`src/rtl/hazard_controller_if.sv`:
```
// ID/EX/WB-side signals of the hazard controller: instruction fields in, interlock/flush controls and stats out.
interface hazard_controller_if #(
  parameter int NREG_W = 5,
  parameter int CNT_W  = 16
);
  logic              id_valid;
  logic [NREG_W-1:0] id_rs_addr;
  logic [NREG_W-1:0] id_rt_addr;
  logic              id_uses_rs;
  logic              id_uses_rt;
  logic              id_reg_write;
  logic [NREG_W-1:0] id_dest_addr;
  logic              id_jump;
  logic              ex_branch_taken;
  logic              RegWriteW;
  logic [NREG_W-1:0] wb_addr;
  logic              stall_F;
  logic              stall_D;
  logic              flush_D;
  logic              flush_E;
  logic [CNT_W-1:0]  stall_count;
  logic [CNT_W-1:0]  flush_count;
  logic              sb_error;

  modport master (
    output id_valid, id_rs_addr, id_rt_addr, id_uses_rs, id_uses_rt, id_reg_write,
           id_dest_addr, id_jump, ex_branch_taken, RegWriteW, wb_addr,
    input  stall_F, stall_D, flush_D, flush_E, stall_count, flush_count, sb_error
  );

  modport slave (
    input  id_valid, id_rs_addr, id_rt_addr, id_uses_rs, id_uses_rt, id_reg_write,
           id_dest_addr, id_jump, ex_branch_taken, RegWriteW, wb_addr,
    output stall_F, stall_D, flush_D, flush_E, stall_count, flush_count, sb_error
  );
endinterface

```
`src/rtl/hazard_controller.sv`:
```
// Interlock/flush controller for a non-forwarding 5-stage MIPS pipe: a 3-deep destination
// scoreboard (EX, MEM, WB) drives RAW stalls; jumps and taken branches squash wrong-path work.
module hazard_controller #(
  parameter int CNT_W  = 16,
  parameter int NREG_W = 5
) (
  input logic                CLK,
  input logic                RSTn,
  hazard_controller_if.slave hz
);
  localparam int STAGES = 3;

  typedef struct packed {
    logic              v;
    logic [NREG_W-1:0] addr;
  } sb_ent_t;

  // Slot 0 = EX, 1 = MEM, 2 = WB; shifts one slot per edge.
  sb_ent_t [STAGES-1:0] sb_q, sb_d;
  sb_ent_t              ex_ent;
  logic [CNT_W-1:0]     stall_count_q, stall_count_d;
  logic [CNT_W-1:0]     flush_count_q, flush_count_d;
  logic                 sb_error_q, sb_error_d;
  logic                 rs_hit, rt_hit, hazard;
  logic                 stall_c, flush_d_c, flush_e_c;
  logic                 wb_wr, wb_bad;

  function automatic logic in_flight(input logic [NREG_W-1:0] a, input sb_ent_t [STAGES-1:0] sb);
    logic hit;
    hit = 1'b0;
    for (int i = 0; i < STAGES; i++) hit |= sb[i].v & (sb[i].addr == a);
    return hit & (a != '0);
  endfunction

  always_comb begin
    rs_hit    = in_flight(hz.id_rs_addr, sb_q);
    rt_hit    = in_flight(hz.id_rt_addr, sb_q);
    hazard    = hz.id_valid & ((hz.id_uses_rs & rs_hit) | (hz.id_uses_rt & rt_hit));
    stall_c   = 1'b0;
    flush_d_c = 1'b0;
    flush_e_c = 1'b0;
    // A taken branch makes the ID instruction wrong-path, so it beats any interlock.
    if (hz.ex_branch_taken) begin
      flush_d_c = 1'b1;
      flush_e_c = 1'b1;
    end else if (hazard) begin
      stall_c   = 1'b1;
      flush_e_c = 1'b1;
    end else if (hz.id_valid & hz.id_jump) begin
      flush_d_c = 1'b1;
    end
    if (!RSTn) begin
      stall_c   = 1'b0;
      flush_d_c = 1'b0;
      flush_e_c = 1'b0;
    end
  end

  always_comb begin
    ex_ent.v    = ~flush_e_c & hz.id_valid & hz.id_reg_write & (hz.id_dest_addr != '0);
    ex_ent.addr = flush_e_c ? '0 : hz.id_dest_addr;
    sb_d        = {sb_q[STAGES-2:0], ex_ent};

    stall_count_d = (stall_c && stall_count_q != '1) ? stall_count_q + CNT_W'(1) : stall_count_q;
    flush_count_d = (flush_d_c && flush_count_q != '1) ? flush_count_q + CNT_W'(1) : flush_count_q;

    // A write to r0 in WB is architecturally a no-op, so it is not treated as a write.
    wb_wr      = hz.RegWriteW & (hz.wb_addr != '0);
    wb_bad     = (sb_q[STAGES-1].v != wb_wr) |
                 (sb_q[STAGES-1].v & (hz.wb_addr != sb_q[STAGES-1].addr));
    sb_error_d = sb_error_q | wb_bad;
  end

  always_ff @(posedge CLK or negedge RSTn) begin
    if (!RSTn) begin
      sb_q          <= '0;
      stall_count_q <= '0;
      flush_count_q <= '0;
      sb_error_q    <= 1'b0;
    end else begin
      sb_q          <= sb_d;
      stall_count_q <= stall_count_d;
      flush_count_q <= flush_count_d;
      sb_error_q    <= sb_error_d;
    end
  end

  assign hz.stall_F     = stall_c;
  assign hz.stall_D     = stall_c;
  assign hz.flush_D     = flush_d_c;
  assign hz.flush_E     = flush_e_c;
  assign hz.stall_count = stall_count_q;
  assign hz.flush_count = flush_count_q;
  assign hz.sb_error    = sb_error_q;
endmodule

```
`src/flat_wrapper.sv`:
```
// flat-port wrapper written by rule: the top's interface ports become plain ports
module hazard_controller_flat 
#(
  parameter int CNT_W  = 16,
  parameter int NREG_W = 5
)
  (CLK, RSTn, hz_id_valid, hz_id_rs_addr, hz_id_rt_addr, hz_id_uses_rs, hz_id_uses_rt, hz_id_reg_write, hz_id_dest_addr, hz_id_jump, hz_ex_branch_taken, hz_RegWriteW, hz_wb_addr, hz_stall_F, hz_stall_D, hz_flush_D, hz_flush_E, hz_stall_count, hz_flush_count, hz_sb_error);
  hazard_controller_if #(.NREG_W(NREG_W), .CNT_W(CNT_W)) hz_i ();
  input logic CLK;
  input logic RSTn;
  input wire logic [$bits(hz_i.id_valid)-1:0] hz_id_valid;
  input wire logic [$bits(hz_i.id_rs_addr)-1:0] hz_id_rs_addr;
  input wire logic [$bits(hz_i.id_rt_addr)-1:0] hz_id_rt_addr;
  input wire logic [$bits(hz_i.id_uses_rs)-1:0] hz_id_uses_rs;
  input wire logic [$bits(hz_i.id_uses_rt)-1:0] hz_id_uses_rt;
  input wire logic [$bits(hz_i.id_reg_write)-1:0] hz_id_reg_write;
  input wire logic [$bits(hz_i.id_dest_addr)-1:0] hz_id_dest_addr;
  input wire logic [$bits(hz_i.id_jump)-1:0] hz_id_jump;
  input wire logic [$bits(hz_i.ex_branch_taken)-1:0] hz_ex_branch_taken;
  input wire logic [$bits(hz_i.RegWriteW)-1:0] hz_RegWriteW;
  input wire logic [$bits(hz_i.wb_addr)-1:0] hz_wb_addr;
  output wire logic [$bits(hz_i.stall_F)-1:0] hz_stall_F;
  output wire logic [$bits(hz_i.stall_D)-1:0] hz_stall_D;
  output wire logic [$bits(hz_i.flush_D)-1:0] hz_flush_D;
  output wire logic [$bits(hz_i.flush_E)-1:0] hz_flush_E;
  output wire logic [$bits(hz_i.stall_count)-1:0] hz_stall_count;
  output wire logic [$bits(hz_i.flush_count)-1:0] hz_flush_count;
  output wire logic [$bits(hz_i.sb_error)-1:0] hz_sb_error;
  assign hz_i.id_valid = hz_id_valid;
  assign hz_i.id_rs_addr = hz_id_rs_addr;
  assign hz_i.id_rt_addr = hz_id_rt_addr;
  assign hz_i.id_uses_rs = hz_id_uses_rs;
  assign hz_i.id_uses_rt = hz_id_uses_rt;
  assign hz_i.id_reg_write = hz_id_reg_write;
  assign hz_i.id_dest_addr = hz_id_dest_addr;
  assign hz_i.id_jump = hz_id_jump;
  assign hz_i.ex_branch_taken = hz_ex_branch_taken;
  assign hz_i.RegWriteW = hz_RegWriteW;
  assign hz_i.wb_addr = hz_wb_addr;
  assign hz_stall_F = hz_i.stall_F;
  assign hz_stall_D = hz_i.stall_D;
  assign hz_flush_D = hz_i.flush_D;
  assign hz_flush_E = hz_i.flush_E;
  assign hz_stall_count = hz_i.stall_count;
  assign hz_flush_count = hz_i.flush_count;
  assign hz_sb_error = hz_i.sb_error;
  hazard_controller #(.CNT_W(CNT_W), .NREG_W(NREG_W)) u_core (.CLK(CLK), .RSTn(RSTn), .hz(hz_i));
endmodule
```
`config.mk`:
```
export PLATFORM = sky130hd
export DESIGN_NAME = hazard_controller_flat
export DESIGN_NICKNAME = d
export VERILOG_FILES = /design/src/rtl/hazard_controller_if.sv /design/src/rtl/hazard_controller.sv /design/src/flat_wrapper.sv
export SDC_FILE = /design/constraint.sdc
export NUM_CORES = 1
export LEC_CHECK = 0
export ABC_AREA = 1
export CAP_MARGIN = 0
export CELL_PAD_IN_SITES_DETAIL_PLACEMENT = 1
export CELL_PAD_IN_SITES_GLOBAL_PLACEMENT = 2
export CORE_MARGIN = 2
export CORE_UTILIZATION = 31
export CTS_BUF_LIST = sky130_fd_sc_hd__clkbuf_4
export CTS_CLUSTER_DIAMETER = 40
export CTS_CLUSTER_SIZE = 40
export DETAILED_ROUTE_END_ITERATION = 16
export PLACE_DENSITY = 0.91
export SLEW_MARGIN = 40
export SYNTH_ARGS = -nofsm -noshare
export SYNTH_HDL_FRONTEND = slang
export SYNTH_SLANG_ARGS = --single-unit
```
`constraint.sdc`:
```
create_clock -name CLK -period 2.6 [get_ports CLK]
set_input_delay 0.26 -clock CLK [delete_from_list [all_inputs] [get_ports CLK]]
set_output_delay 0.26 -clock CLK [all_outputs]
set_load 0.01 [all_outputs]
```
After elaboration in Yosys (flattened, before gate mapping)
Cells that the tools add are included.
{"block": "word_totals", "register_bits": 51, "input_bits": 29, "output_inout_bits": 37, "elab_cells": 62}
{"block": "classes", "n_addsub": 2, "eq_ne": 10, "n_mux": 10, "n_bitwise": 25, "n_reduce_logical": 6}
{"cell": "16-bit by 1-bit adder with 16-bit output (second input constant)", "count": 2}
{"cell": "16-bit inequality test (second input constant)", "count": 2}
{"cell": "5-bit == test", "count": 6}
{"cell": "5-bit nonzero test", "count": 4}
{"cell": "1-bit bitwise AND", "count": 17}
{"cell": "1-bit 2-to-1 mux", "count": 9}
{"cell": "1-bit OR", "count": 7}
{"cell": "5-bit 2-to-1 mux", "count": 1}
{"cell": "5-bit inequality test", "count": 1}
{"cell": "1-bit logical AND", "count": 2}
{"cell": "1-bit inequality test", "count": 1}
{"cell": "1-bit NOT", "count": 1}

Depth between registers and ports, before layout
Gate-level depths: netlist of the first run.
{"block": "logic_depth", "ltp_word": 15, "ltp_mapped": 13, "depth_no_buf": 12}

Least setup slack after synthesis of the first run
No wires, ideal clock.
{"block": "synth_timing", "path_kind": "reg2reg", "from": "register u_core.flush_count_q[0], in the netlist u_core.hz.flush_count[0]", "to": "register u_core.flush_count_q[2], in the netlist u_core.hz.flush_count[2]", "setup_time_ns": 0.117, "t_arrival_ns": 1.559, "t_required_ns": 2.483, "path_slack_ns": 0.924, "path_stages_with_launch": 8, "path_buffers": 1, "synth_period_minus_slack_ns": 1.676, "path_cell_list": "dfrtp_1 > ha_1 > nand3_1 > nor2_2 > nand4_4 > buf_2 > nand4_1 > nand2_1"}
{"block": "synth_via", "elab_chain_len": 2, "elab_cells_between_ends": 3, "cone_classes": "1 x add/sub; 1 x eq/ne; 1 x reduce/logical"}
{"item": "from (decl)", "line": "hazard_controller.sv:22", "rtl": "logic [CNT_W-1:0] flush_count_q, flush_count_d;"}
{"item": "from (signal assigned)", "line": "hazard_controller.sv:83", "rtl": "flush_count_q <= flush_count_d;"}
{"item": "parallel branches: the longest is 2 deep, another holds 16-bit by 1-bit adder with 16-bit output"}
Parallel ways; which one is timed is not known.
A chain may end at the register's enable or synchronous reset.

Final worst setup path of the first run
{"block": "layout_timing", "from": "input port hz_id_rs_addr[3]", "to": "output port hz_flush_E"}
{"block": "layout_via", "elab_chain_len": 11, "elab_cells_between_ends": 16, "cone_classes": "3 x eq/ne; 3 x mux; 9 x bitwise; 1 x reduce/logical"}
{"item": "from (decl)", "line": "flat_wrapper.sv:12", "rtl": "input wire logic [$bits(hz_i.id_rs_addr)-1:0] hz_id_rs_addr;"}
{"item": "5-bit == test", "line": "hazard_controller.sv:31", "rtl": "for (int i = 0; i < STAGES; i++) hit |= sb[i].v & (sb[i].addr == a);"}
{"item": "1-bit bitwise AND", "line": "hazard_controller.sv:31"}
{"item": "1-bit OR (2 in a row)", "line": "hazard_controller.sv:31"}
{"item": "1-bit bitwise AND *", "line": "hazard_controller.sv:32", "rtl": "return hit & (a != '0);"}
{"item": "1-bit bitwise AND *", "line": "hazard_controller.sv:38", "rtl": "hazard = hz.id_valid & ((hz.id_uses_rs & rs_hit) | (hz.id_uses_rt & rt_hit));"}
{"item": "1-bit OR *", "line": "hazard_controller.sv:38"}
{"item": "1-bit bitwise AND *", "line": "hazard_controller.sv:38"}
{"item": "1-bit 2-to-1 mux *", "line": "hazard_controller.sv:46", "rtl": "end else if (hazard) begin"}
{"item": "1-bit 2-to-1 mux *", "line": "hazard_controller.sv:43", "rtl": "if (hz.ex_branch_taken) begin"}
{"item": "1-bit 2-to-1 mux *", "line": "hazard_controller.sv:52", "rtl": "if (!RSTn) begin"}
{"item": "to (decl)", "line": "flat_wrapper.sv:25", "rtl": "output wire logic [$bits(hz_i.flush_E)-1:0] hz_flush_E;"}
Mark *: on every way between the ends. The rest lies on a longest branch, timed or not.

==> results.yml, run 1 <==
run_status:
  outcome: "complete, no violations"
synth:
  syn_avg_cell_area_um2: 7.02
  synth_area_mm2: 0.00319
  synth_nets: 485
  yosysWarnings: 0
  synth-edff-count: 0
  synth_area_leaders: "dfrtp_1 (40%), nand2_1 (21%), nor2_1 (6.2%)"
  synth_flop_cell: "dfrtp_1"
  ys_async_sr_fraction_pct: 100
  synth_top_area_cell: "dfrtp_1"
  syn_inst: 454
  ys_seq_area_share_pct: 40.0
  synth.top_cell.area_share_pct: 40.0
  ys_ff_latch: 51
  ys_types: 32
setup_path:
  path_buf_inv: 3
  critical_path_required_ns: 2.34
  cpLargestDelayFamily: "buffers and inverters"
  crit_start: "hz_id_rs_addr[3]"
  crit_chain: "clkdlybuf4s50_1 -> inv_2 -> nand2_1 -> nand2_1 -> nor2_1 -> nand3_1 -> nand3_1 -> nand2_1 -> nand2_2 -> nand2_1 -> a21oi_2 -> dlygate4sd2_1"
  rrSetupSlack_ns: 0.49
  slowest_stage: "clkdlybuf4s50_1"
  crit_type: "input port to output port"
  max_stage_delay_ns: 0.58
  crit_fanout: 4
  rr_endpoint: "u_core.hz.flush_count[0]$_DFFE_PN0P_"
  cp_data_arrival_time_ns: 2.05
  crit_path_end_kind: "output port"
  ff2ff_path_depth: 7
  reg2reg_from: "u_core.hz.flush_count[0]$_DFFE_PN0P_"
  start_kind: "input port"
  path_common_cell: "nand2_1"
clock_tree:
  postCtsHoldBufs: 0
  clk_pin_slew_worst_paths_ns: 0.15
  htree_levels: 2
  cts_setup_buffers: 0
  clk_latency_ns: 0.37
  clock_sinks: 51
  cts_tree: "done"
  cts_buffers: 5
  cts_buffer_depth: 2
  root_buffer: "clkbuf_4"
final_layout:
  n_antenna_cell: 0
  nets: 554
  fin_area_mm2: 0.00405
  synthToLayoutAreaGrowth_pct: 26.9
  fillers: 1292
  ff_latch_area_mm2: 0.00128
  final_layout_size_suffix_gt1_share_pct: 6.30
  multi_input_area_mm2: 0.00165
placement:
  placed_cell_area_mm2: 0.00398
  portBuffers: 65
  place_congestion: 0.875
  dp_slack_ns: 0.0151
  hpwl_um: 7320
global_routing:
  grt_max_degree: 69
  grt_pass1_vias: 3342
  antenna_found_initial: 0
  overflow: 0
  grt_pass1_wl_um: 16300
  gr-usage-all-layers_pct: 17.9
sta:
  hold_viol_final: 0
  min_period_ns: 2.31
  rsz0062_at_grt: "no"
  setup_viol: 0
  fmax_mhz: 433
  fin_crit_sh_pct: 88.9
  final.setup_skew_ns: 0.0124
  relSlewSlack_pct: 59.1
  fin_ws_ns: 0.289
  setup-tns-final_ns: 0
  worst_pin_slew_ns: 0.613
  slew_viol_final: 0
power_and_ir_drop:
  p_leak_nw: 1.97
  switching_share_pct: 32.2
  p_per_area_mw_per_mm2: 410
  comb_power_share_pct: 22.5
  power_switching_uw: 534
  p_clk_share_pct: 21.7
  power.internal_mw: 1.12
  vdd_drop_max_mv: 0.187
  power_frac_seq_pct: 55.8
drt:
  drtIter0Drc: 81
  detail-route-antenna-nets: 0
  dr.pass1.iters: 4
  vias: 3116
  drt-total-wl_um: 9520
  vias_per_cell: 4.72
  wl_per_cell_um: 14.4
  drc: 0
floorplanning:
  die-area_mm2: 0.0111
  rows: 37
  core-area_mm2: 0.0101
  fp.dieW_um: 105
  io_pins: 66
  start_util_pct: 31.4
  die_y_um: 105
run:
  cap_viol_max_count: 0
hold_path:
  hold_class: "input port to asynchronous set/reset pin"
## cell usage after synthesis, drive strengths merged (2+ instances only)
| cell type | n |
|---|---|
| a21oi | 5 |
| buf | 8 |
| dfrtp | 51 |
| ha | 2 |
| inv | 52 |
| nand2 | 179 |
| nand3 | 24 |
| nand4 | 22 |
| nor2 | 54 |
| nor3 | 6 |
| nor4 | 2 |
| o21ai | 14 |
| o22ai | 2 |
| xnor2 | 14 |
| xor2 | 15 |
## worst reg2reg max path, delay by kind of cell (launching register included)
| family | cells | cell delay (ns) |
|---|---|---|
| flip-flops | 1 | 0.54 |
| AND/OR/NAND/NOR | 6 | 1.26 |
| adder cells (fa/ha/maj) | 1 | 0.27 |
## per-stage QoR
step	hold slack [ns]	total power [mW]	utilization, %	instances
CTS	0.151	1.69	39.8	660
finish	0.0225	1.66	39.9	660
global route	0.0546	1.77	39.9	660
global placement	0.405	1.31	39.3	652
floorplan	-0.0356	1.11	-	454
detailed placement	0.411	1.31	39.3	652
## worst max-delay path by stage
| stage | slack, ns | endpoint | cells after the start |
|---|---|---|---|
| floorplan | 0.92 | u_core.hz.flush_count[2]$_DFFE_PN0P_ | 7 |
| global placement | 0.004 | hz_flush_E | 12 |
| detailed placement | 0.02 | hz_flush_E | 12 |
| CTS | 0.04 | hz_flush_D | 10 |
| global route | 0.09 | hz_flush_E | 11 |
| finish | 0.29 | hz_flush_E | 12 |
## kinds of logic after synthesis
group,after synthesis,share of synthesized area [%]
xor+xnor,29,7.97
fa+ha+maj,2,0.785
flops,51,40.0
compound gates,24,4.32
simple gates,287,38.7
buf+inv,61,8.20
## power by group through the flow
stage / clock network, mW / logic, mW / registers (mW)
after floorplan: 0 / 0.175 / 0.933
after global placement: 0 / 0.371 / 0.936
after detailed placement: 0 / 0.375 / 0.939
after CTS: 0.384 / 0.378 / 0.924
after global routing: 0.410 / 0.423 / 0.934
final: 0.360 / 0.372 / 0.924
## registers in the layout (all words and copies together), names as in the netlist
name / flops
u_core.hz.flush_count: 16
u_core.sb_q: 6
u_core.sb_d: 12
u_core.hz.stall_count: 16
u_core.hz.sb_error: 1
## cell usage in the layout (no fill, tap or decap), types with 9 or more instances in the layout
cell type	instances
nor2_1	53
nand2_1	176
o21ai_1	9
nand3_1	22
xor2_1	15
xnor2_1	14
nand4_1	20
dfrtp_1	50
clkdlybuf4s50_1	60
inv_1	44
## area by class of cell
| type | instances | area share [%] |
|---|---|---|
| inverter | 52 | 4.82 |
| clock buffer | 5 | 0.928 |
| multi-input combinational | 342 | 40.8 |
| sequential | 51 | 31.6 |
| tap | 136 | 4.21 |
| timing repair buffer | 71 | 17.3 |
| clock inverter | 3 | 0.371 |
## repair_timing
item	CTS	global route
resized for setup	1	4
gates cloned	0	0
endpoints found under the setup margin	1	3
## per-layer routing
layer,up-vias,track usage (%),part of all wire [%]
li1,1563,-,-
met1,1495,24.0,48
met2,51,30.3,48
met3,7,3.46,3.6
met4,0,3.14,0.79
met5,-,0,0
Power figures use the tool's default switching activity.
==> inputs of run 2 (changes only) <==
- PLACE_DENSITY: 0.91 -> unset
- PLACE_DENSITY_LB_ADDON: unset -> 0.1
==> run 2 against run 1 <==
Wire length increased by 1.0%. Sequential share of layout area decreased by 0.12 points. Combinational power increased by 2%. Critical path type unchanged. Critical endpoint unchanged. Largest cell class unchanged. Largest power group unchanged. Highest routed layer unchanged.
==> results.yml, run 2 (same netlist as run 1, synthesis figures left out) <==
sta:
  min_period_ns: 2.33
  fin_crit_sh_pct: 89.7
  final.setup_skew_ns: 0.0276
  rsz0062_at_grt: "no"
  hold_viol_final: 0
  fmax_mhz: 429
  setup-tns-final_ns: 0
  setup_viol: 0
  worst_pin_slew_ns: 0.454
  relSlewSlack_pct: 69.7
  slew_viol_final: 0
setup_path:
  reg2reg_from: "u_core.hz.flush_count[0]$_DFFE_PN0P_"
  cp_num_cells: 12
  start_kind: "input port"
  ff2ff_path_depth: 7
  crit_start: "hz_id_rs_addr[2]"
  worstSetupEndpoint: "hz_flush_E"
  max_stage_delay_ns: 0.54
  rr_endpoint: "u_core.hz.flush_count[12]$_DFFE_PN0P_"
  crit_type: "input port to output port"
  path_buf_inv: 3
  critical_path_required_ns: 2.34
  cpLargestDelayFamily: "buffers and inverters"
  crit_fanout: 5
  crit_chain: "clkdlybuf4s50_1 -> inv_2 -> nand2_1 -> nand2_1 -> nor2_1 -> nand3_1 -> nand3_1 -> nand2_1 -> nand2_2 -> nand2_1 -> a21oi_2 -> dlygate4sd2_1"
  path_common_cell: "nand2_1"
  rrSetupSlack_ns: 0.49
  cp_data_arrival_time_ns: 2.07
  slowest_stage: "clkdlybuf4s50_1"
  crit_path_end_kind: "output port"
final_layout:
  nets: 556
  final_cell_mix: "nand2_1 (176), clkdlybuf4s50_1 (57), nor2_1 (52), dfrtp_1 (50), inv_1 (44)"
  n_antenna_cell: 0
  fillers: 1318
  final_layout_size_suffix_gt1_share_pct: 6.86
  instances_no_fill: 661
  final_common_cell: "nand2_1"
  fin_area_mm2: 0.00406
  synthToLayoutAreaGrowth_pct: 27.4
floorplanning:
  die-area_mm2: 0.0111
  core-area_mm2: 0.0101
  io_pins: 66
  start_util_pct: 31.4
  rows: 37
  fp.dieW_um: 105
  die_y_um: 105
power_and_ir_drop:
  vdd_drop_max_mv: 0.225
  p_per_area_mw_per_mm2: 410
  power_switching_uw: 538
  comb_power_share_pct: 22.7
  p_leak_nw: 1.99
  power.internal_mw: 1.13
  p_clk_share_pct: 22.0
  switching_share_pct: 32.3
  power_frac_seq_pct: 55.3
global_routing:
  overflow: 0
  gr-usage-all-layers_pct: 18.4
  antenna_found_initial: 0
  grt_pass1_wl_um: 16500
  grt_pass1_vias: 3308
  grt_max_degree: 36
drt:
  drc: 0
  detail-route-antenna-nets: 0
  vias: 3147
  drtIter0Drc: 102
  wl_per_cell_um: 14.6
  dr.pass1.iters: 4
  vias_per_cell: 4.76
  drt-total-wl_um: 9620
hold_path:
  hold_class: "flop to flop"
clock_tree:
  htree_levels: 2
  cts_buffers: 5
  clk_latency_ns: 0.39
  cts_buffer_depth: 2
  clock_sinks: 51
  cts_tree: "done"
  clk_pin_slew_worst_paths_ns: 0.14
  root_buffer: "clkbuf_4"
run_status:
  outcome: "complete, no violations"
placement:
  portBuffers: 65
  placed_cell_area_mm2: 0.00398
  dp_cells: 652
  hpwl_um: 7560
  place_congestion: 0.869
run:
  cap_viol_max_count: 0
==> run 2: changes by cell type in the layout (fill, tap and decap cells not counted), sizes merged <==
cell / before / now
buf: 7 / 8
clkdlybuf4s50: 60 / 57
clkinvlp: 1 / 0
dlygate4sd2: 1 / 3
dlygate4sd3: 0 / 1
dlymetal6s2s: 3 / 4
==> run 2: final cells by class <==
class	instances	area (um^2)	area share, %
Clock inverter	2	13.8	0.339
Timing Repair Buffer	73	714	17.6
Sequential cell	51	1280	31.5
Clock buffer	5	37.5	0.924
Inverter	52	195	4.81
Tap cell	136	170	4.19
Multi-Input combinational cell	342	1650	40.7
==> run 2: worst min path at each step <==
stage          cells past startpoint                                   end  slack [ns]                 startpoint
2_1_floorplan                      0  u_core.hz.flush_count[0]$_DFFE_PN0P_       -0.04                       RSTn
3_3_place_gp                       2  u_core.hz.stall_count[7]$_DFFE_PN0P_        0.34                       RSTn
3_5_place_dp                       2  u_core.hz.stall_count[7]$_DFFE_PN0P_        0.35                       RSTn
4_1_cts                            3              u_core.sb_d[6]$_DFF_PN0_        0.42         hz_id_dest_addr[0]
5_1_grt                            3              u_core.sb_d[7]$_DFF_PN0_        0.42         hz_id_dest_addr[1]
6_report                           0             u_core.sb_d[17]$_DFF_PN0_        0.43  u_core.sb_d[11]$_DFF_PN0_
==> run 2: what timing repair did <==
| item | 4_1_cts | 5_1_grt |
|---|---|---|
| gates resized for setup | 4 | 5 |
| setup endpoints to repair | 3 | 2 |
| cloned | 0 | 0 |
| setup buffers | 1 | 0 |
| hold endpoints to repair | 51 | 0 |
| hold buffers | 1 | 0 |
==> run 2: metrics by stage <==
stage          total power [mW]  utilization [%]  setup slack, ns  hold slack, ns
5_1_grt                    1.78             40.1           0.0915           0.420
3_3_place_gp               1.31             39.3          -0.0241           0.342
6_report                   1.66             40.1            0.269           0.428
2_1_floorplan              1.11                -            0.924         -0.0356
4_1_cts                    1.69             39.9         0.000741           0.418
3_5_place_dp               1.32             39.3          -0.0679           0.354
==> run 2: routing by layer <==
layer	vias up	share of wire (%)	track usage, %
li1	1565	-	-
met1	1511	47	24.5
met2	56	48	30.6
met3	15	3.6	3.40
met4	0	1.9	5.14
met5	-	0	0
==> run 2: power by group through the flow <==
stage / Sequential [mW] / Combinational, mW / Clock, mW
3_5_place_dp: 0.937 / 0.381 / 0
3_3_place_gp: 0.936 / 0.377 / 0
5_1_grt: 0.934 / 0.431 / 0.411
2_1_floorplan: 0.933 / 0.175 / 0
6_report: 0.920 / 0.378 / 0.366
4_1_cts: 0.922 / 0.386 / 0.387
